**src/rtl/uart_pkg.sv**
```systemverilog
// Shared constants, divisor type and divisor helper for the UART baud generator.
package uart_pkg;

  localparam int unsigned UART_DIV_W       = 16;
  localparam int unsigned UART_OVERSAMPLE  = 16;
  localparam int unsigned UART_DEFAULT_DIV = 100;
  localparam int unsigned UART_FRAC_W      = 4;

  typedef logic [UART_DIV_W-1:0] uart_div_t;

  // Rounded divisor clk_hz / (baud * oversample); 0 if the denominator is 0.
  function automatic uart_div_t uart_calc_div(input int unsigned clk_hz,
                                              input int unsigned baud,
                                              input int unsigned oversample);
    logic [63:0] den;
    logic [63:0] quo;
    den = 64'(baud) * 64'(oversample);
    if (den == 64'd0) begin
      quo = 64'd0;
    end else begin
      quo = (64'(clk_hz) + (den >> 1)) / den;
    end
    return uart_div_t'(quo);
  endfunction

endpackage

```
**src/rtl/uart_mod_counter.sv**
```systemverilog
// Modulo-N counter with sync clear and a combinational terminal-count pulse.
// modulus==0 stalls the counter at its current value (held at 0 after a clear).
module uart_mod_counter
  import uart_pkg::*;
#(
  parameter int unsigned W = 16
) (
  input  logic         clk,
  input  logic         rst_n,
  input  logic         clr,
  input  logic         en,
  input  logic [W-1:0] modulus,
  output logic         tc_c
);

  logic [W-1:0] cnt;
  logic         at_end_c;

  // >= keeps the counter bounded even if the modulus shrinks mid-count.
  assign at_end_c = (modulus != '0) && (cnt >= (modulus - W'(1)));
  assign tc_c     = en && !clr && at_end_c;

  always_ff @(posedge clk or negedge rst_n) begin
    if (!rst_n) begin
      cnt <= '0;
    end else if (clr) begin
      cnt <= '0;
    end else if (en && (modulus != '0)) begin
      cnt <= at_end_c ? '0 : cnt + W'(1);
    end
  end

endmodule

```
**src/rtl/uart_baud_tick_gen.sv**
```systemverilog
// Programmable baud generator: clk / div_q -> os_tick, / OVERSAMPLE -> baud_tick, baud_clk.
// Optional fractional divisor enabled by defining UART_BAUD_FRAC_EN.
module uart_baud_tick_gen
  import uart_pkg::*;
#(
  parameter int unsigned DIV_W       = UART_DIV_W,
  parameter int unsigned OVERSAMPLE  = UART_OVERSAMPLE,
`ifdef UART_BAUD_FRAC_EN
  parameter int unsigned FRAC_W      = UART_FRAC_W,
`endif
  parameter int unsigned DEFAULT_DIV = UART_DEFAULT_DIV
) (
  input  logic             clk,
  input  logic             rst_n,
  input  logic             en,
  input  logic [DIV_W-1:0] div_in,
  input  logic             div_load,
`ifdef UART_BAUD_FRAC_EN
  input  logic [FRAC_W-1:0] frac_in,
`endif
  output logic [DIV_W-1:0] div_q,
  output logic             os_tick,
  output logic             baud_tick,
  output logic             baud_clk
);

  localparam int unsigned OS_W = $clog2(OVERSAMPLE + 1);
`ifdef UART_BAUD_FRAC_EN
  localparam int unsigned PRE_W = DIV_W + 1;
`else
  localparam int unsigned PRE_W = DIV_W;
`endif

  logic             run_clr_c;
  logic             pre_tc_c;
  logic             os_tc_c;
  logic [PRE_W-1:0] pre_mod_c;

  // A load or a disable restarts the whole divider chain from zero.
  assign run_clr_c = div_load | ~en;

`ifdef UART_BAUD_FRAC_EN
  logic [FRAC_W-1:0] frac_q;
  logic [FRAC_W-1:0] frac_acc;
  logic              stretch;
  logic [FRAC_W:0]   frac_sum_c;

  assign frac_sum_c = {1'b0, frac_acc} + {1'b0, frac_q};
  assign pre_mod_c  = PRE_W'(div_q) + PRE_W'(stretch);

  // Accumulator carry lengthens the following prescale period by one clk.
  always_ff @(posedge clk or negedge rst_n) begin
    if (!rst_n) begin
      frac_q   <= '0;
      frac_acc <= '0;
      stretch  <= 1'b0;
    end else begin
      if (div_load) begin
        frac_q <= frac_in;
      end
      if (run_clr_c) begin
        frac_acc <= '0;
        stretch  <= 1'b0;
      end else if (pre_tc_c) begin
        frac_acc <= frac_sum_c[FRAC_W-1:0];
        stretch  <= frac_sum_c[FRAC_W];
      end
    end
  end
`else
  assign pre_mod_c = div_q;
`endif

  uart_mod_counter #(.W(PRE_W)) u_pre_cnt (
    .clk     (clk),
    .rst_n   (rst_n),
    .clr     (run_clr_c),
    .en      (en),
    .modulus (pre_mod_c),
    .tc_c    (pre_tc_c)
  );

  uart_mod_counter #(.W(OS_W)) u_os_cnt (
    .clk     (clk),
    .rst_n   (rst_n),
    .clr     (run_clr_c),
    .en      (pre_tc_c),
    .modulus (OS_W'(OVERSAMPLE)),
    .tc_c    (os_tc_c)
  );

  // Registered strobes and square wave; div_load already masks the wrap pulses.
  always_ff @(posedge clk or negedge rst_n) begin
    if (!rst_n) begin
      div_q     <= DIV_W'(DEFAULT_DIV);
      os_tick   <= 1'b0;
      baud_tick <= 1'b0;
      baud_clk  <= 1'b0;
    end else begin
      if (div_load) begin
        div_q <= div_in;
      end
      os_tick   <= pre_tc_c;
      baud_tick <= os_tc_c;
      if (!en) begin
        baud_clk <= 1'b0;
      end else if (os_tc_c) begin
        baud_clk <= ~baud_clk;
      end
    end
  end

endmodule

```
**config.mk**
```make
export PLATFORM = sky130hd
export DESIGN_NAME = uart_baud_tick_gen
export DESIGN_NICKNAME = d
export VERILOG_FILES = /design/src/rtl/uart_pkg.sv /design/src/rtl/uart_mod_counter.sv /design/src/rtl/uart_baud_tick_gen.sv
export SDC_FILE = /design/constraint.sdc
export NUM_CORES = 1
export LEC_CHECK = 0
export BUFFER_PORTS_ARGS = -buffer_cell sky130_fd_sc_hd__buf_2
export CAP_MARGIN = 20
export CORE_ASPECT_RATIO = 0.7
export CORE_MARGIN = 2
export CORE_UTILIZATION = 40
export DETAILED_ROUTE_END_ITERATION = 16
export HOLD_SLACK_MARGIN = 0.1
export PLACE_DENSITY = 0.66
export SLEW_MARGIN = 30
export SYNTH_ARGS = -nofsm -noshare
export SYNTH_HDL_FRONTEND = slang
export SYNTH_SLANG_ARGS = --single-unit
```
**constraint.sdc**
```tcl
create_clock -name clk -period 7.2 [get_ports clk]
set_input_delay 0.72 -clock clk [delete_from_list [all_inputs] [get_ports clk]]
set_output_delay 0.72 -clock clk [all_outputs]
set_load 0.1 [all_outputs]
```
==> results summary <==
The run finished with clean final reports. The average cell area after synthesis is around 10 um2. For this run, the slowest stage of the critical path takes 750 ps.

The count of flip-flops with a built-in enable after synthesis came out at 0. The number of clock sinks is 40. The number of antenna violations at the first check in global routing came to 0. The finished layout cell area is 2910 um2. For this run, the top clock speed supported by timing is 241 MHz.

The number of different library cells in the post-synthesis netlist came out at 50. The share of synthesized registers carrying an async set or reset is 100%. For this run, the leading register cell type out of synthesis is sky130_fd_sc_hd__dfrtp_1. STA classifies the critical path endpoint as a flip-flop. The share of cells above drive strength 1 is 27.6%. The die covers roughly 7100 um2. The number of hold violations in the final report is 0. In the final design database the tool counted 325 nets. The H-tree generated during clock tree synthesis spans 2 levels. The number of hold buffers added after CTS was 0.

The via count is 1948. The first-pass iteration count of the detailed router came out at 4. After clock tree synthesis, the clock-pin slew on the worst setup and hold paths is 80 ps. The worst-path maximum fanout is 14. The floorplan die width came out at 99.7 um. The sequential element share of the synthesized area came out at about two fifths. The area of the core is 6220 um2. The count of yosys warnings during synthesis is 0. Summed over all layers, the routed wires come to between 5000 and 6000 um. The average routed wire per standard cell came out at 14.9 um. The total track usage came out at 17.4%.

The class of the tightest hold or removal check is in2async. The final worst clock skew came out at 7.54 ps. On the critical path, the stage with the largest delay is an instance of sky130_fd_sc_hd__nor4_4. The smallest clock period supported by the final layout is computed as 4150 ps. Max-cap violations in this run came to 0. The worst setup path is launched from a flip-flop. The detailed router's first-iteration violation count is 110.

The clock passes through at most 2 buffers. TritonCTS created 5 clock buffers. The sequential cells in the finished layout cover a total of 1000 um2. The worst-case reg-to-reg path depth came out at 12. The weighted congestion at the end of routability-driven global placement is 0.811.

The HPWL after detailed placement is 4070 um. The count of instances resized after the clock tree is built is 0. The number of standard cells after synthesis is roughly 250. The normalized max-slew margin is 46.2%. In this run the critical register-to-register path is launched from div_q[3]$_DFFE_PN0P_. After detailed routing, the number of remaining DRC violations is 0.

The clock tree from TritonCTS is done. The worst path uses between 50 and 60% of the clock period. For this design the top-level I/O count stands at 39.

STA puts the critical path data arrival time at roughly 4400 ps. Clock tree synthesis selected as its root buffer the cell sky130_fd_sc_hd__clkbuf_8. Global routing finished with a remaining overflow of 0. The number of nets with antenna violations after routing is 0. The setup check on the worst reg-to-reg path leaves a slack of ~3000 ps. The number of filler instances in the final layout is 588. The critical path data required time came out at 7440 ps. The reported leakage power came out at roughly 1.3 nW. When the netlist entered floorplanning its net count stood at 289. The register bit count reported by yosys is 40. The first global-routing pass estimated 9580 um of wire. The floorplan die height came out at 71.0 um. The final antenna diode count came out at 0. In the final timing run, aggregate negative setup slack is 0 ps. The slew at the pin with the worst max-slew slack came out at 800 ps. The number of max-slew violations in the final report was 0.

The worst supply voltage drop on vdd came out at 128 uV. The number of port buffers is 38. The setup-violating endpoint count in the final report is 0. The via count of the first global-routing pass came out at 1904. For this design the ratio of total power to cell area is 204 nW/um2.

The maximum number of pins on one net before global-route repair is 41. Once the floorplan was initialized, standard cells occupied 41.2% of the core. The worst register-to-register path ends at u_os_cnt.cnt[3]$_DFFE_PN0P_. By startpoint and endpoint, the worst setup path is classified as reg2reg.

Walking the worst path, the cells encountered are or4_4 > nor4_1 > nand2b_1 > nor4_1 > xnor2_1 > ha_1 > a21oi_1 > nor2_1 > a311o_1 > nor4_4 > nand2b_1 > o221a_1. After detailed routing, the number of vias per cell comes to 5.35. The area used by multi-input combinational logic is 1460 um2.

For the worst-skew pair, the clock arrives at the later sink with an insertion delay of 300 ps. The number of buffers added for setup after CTS is 0. The instance area after placement came out at 2780 um2. The cell area after synthesis came out at between 2000 and 3000 um2. From synthesis to final layout, the design area changed by 13.4%. Setup repair after global routing left no endpoint under its margin.

After floorplanning, the core was divided into 24 placement rows.
[critical path: cells and delay by family (launching register included)]
family / cells / cell delay [ps]
compound gates: 3 / 740
flops: 1 / 440
simple gates: 7 / 2480
xor+xnor: 1 / 160
fa+ha+maj: 1 / 270
[report_power, final]
part	internal [mW]	leakage [nW]	total [mW]	switching (mW)
Sequential	0.235	0.519	0.251	0.0155
Clock	0.122	0.0645	0.205	0.0830
Combinational	0.0343	0.692	0.136	0.102
Total	0.392	1.28	0.592	0.200
[state kept, by name, summed over array words and instances (netlist names)]
signal / cells
u_os_cnt.cnt: 5
baud_clk: 1
u_pre_cnt.cnt: 16
os_tick: 1
div_q: 16
baud_tick: 1
[routing by layer]
| metal | vias to the layer above | global-route usage, % | wire length (um) | part of all wire (%) |
|---|---|---|---|---|
| met1 | 899 | 25.8 | 2830 | 52 |
| met5 | - | 0 | 0 | 0 |
| met3 | 8 | 4.45 | 351 | 6.5 |
| met2 | 62 | 24.3 | 2150 | 40 |
| met4 | 0 | 6.39 | 78 | 1.4 |
| li1 | 979 | - | - | - |
[cell usage after synthesis (2+ instances only)]
cell type | n | area (um2)
sky130_fd_sc_hd__dfrtp_1 | 37 | 926
sky130_fd_sc_hd__xnor2_1 | 10 | 87.6
sky130_fd_sc_hd__a21oi_1 | 9 | 45.0
sky130_fd_sc_hd__buf_6 | 3 | 33.8
sky130_fd_sc_hd__and3_1 | 8 | 50.1
sky130_fd_sc_hd__inv_1 | 6 | 22.5
sky130_fd_sc_hd__or3_2 | 2 | 15.0
sky130_fd_sc_hd__o211ai_1 | 2 | 15.0
sky130_fd_sc_hd__nor4_1 | 8 | 50.1
sky130_fd_sc_hd__dfstp_2 | 3 | 78.8
sky130_fd_sc_hd__clkbuf_1 | 3 | 11.3
sky130_fd_sc_hd__ha_1 | 20 | 250
sky130_fd_sc_hd__nand4_1 | 11 | 68.8
sky130_fd_sc_hd__nand2_1 | 18 | 67.6
sky130_fd_sc_hd__nor4_4 | 2 | 42.5
sky130_fd_sc_hd__o21ai_1 | 2 | 10.0
sky130_fd_sc_hd__nand3b_1 | 2 | 15.0
sky130_fd_sc_hd__nand3_1 | 9 | 45.0
sky130_fd_sc_hd__nand2b_1 | 4 | 25.0
sky130_fd_sc_hd__nor2_1 | 23 | 86.3
sky130_fd_sc_hd__mux2_2 | 14 | 158
sky130_fd_sc_hd__nor3_1 | 5 | 25.0
sky130_fd_sc_hd__xor2_1 | 16 | 140
sky130_fd_sc_hd__o21ai_0 | 6 | 30.0
[metrics by stage]
stage	instances	power, mW	hold WS, ps	worst slack [ps]	utilization, %
finish	364	0.592	378	3050	46.8
floorplan	249	0.362	424	3100	-
CTS	364	0.596	567	3040	46.7
global placement	356	0.390	530	3250	44.6
global route	364	0.619	421	2710	46.8
detailed placement	356	0.392	546	3060	44.6
[kinds of logic after synthesis]
| logic type | Yosys count | synth area share [%] |
|---|---|---|
| simple gates | 101 | 22.2 |
| flops | 40 | 39.2 |
| compound gates | 32 | 9.61 |
| xor+xnor | 26 | 8.88 |
| fa+ha+maj | 20 | 9.76 |
| buf+inv | 15 | 3.86 |
| mux | 15 | 6.54 |
[final cells by class]
cell class	count	area share (%)
repair buffers	38	6.63
inverters	6	0.775
clock inverters	1	1.03
flip-flops and latches	40	34.6
well taps	78	3.36
clock buffers	7	3.31
multi-input cells	194	50.3
[cells in the final DEF (no fill, tap or decap), drive strengths merged, types with 3 or more instances in the layout]
| cell type | synthesis | layout |
|---|---|---|
| buf | 6 | 38 |
| dfrtp | 37 | 37 |
| nor2 | 24 | 24 |
| ha | 20 | 20 |
| nand2 | 18 | 18 |
| xor2 | 16 | 16 |
| mux2 | 14 | 14 |
| nand4 | 12 | 12 |
| xnor2 | 10 | 10 |
| a21oi | 10 | 10 |
| nor4 | 10 | 10 |
| o21ai | 10 | 10 |
| nand3 | 9 | 9 |
| and3 | 8 | 8 |
| clkbuf | 3 | 7 |
| inv | 6 | 6 |
| nor3 | 5 | 5 |
| nand2b | 4 | 4 |
| dfstp | 3 | 3 |
[how the worst max path moves through the flow]
stage	slack [ps]	depth (start not counted)	startpoint	endpoint
2_1_floorplan	3100	13	div_q[3]$_DFFE_PN0P_	u_os_cnt.cnt[0]$_DFFE_PN0P_
3_3_place_gp	3250	12	div_q[3]$_DFFE_PN0P_	u_os_cnt.cnt[3]$_DFFE_PN0P_
3_5_place_dp	3060	12	div_q[3]$_DFFE_PN0P_	u_os_cnt.cnt[3]$_DFFE_PN0P_
4_1_cts	3040	12	div_q[3]$_DFFE_PN0P_	u_os_cnt.cnt[3]$_DFFE_PN0P_
5_1_grt	2710	12	div_q[3]$_DFFE_PN0P_	u_os_cnt.cnt[1]$_DFFE_PN0P_
6_report	3050	12	div_q[3]$_DFFE_PN0P_	u_os_cnt.cnt[3]$_DFFE_PN0P_
Note: power is estimated with default switching activity, not from simulation.
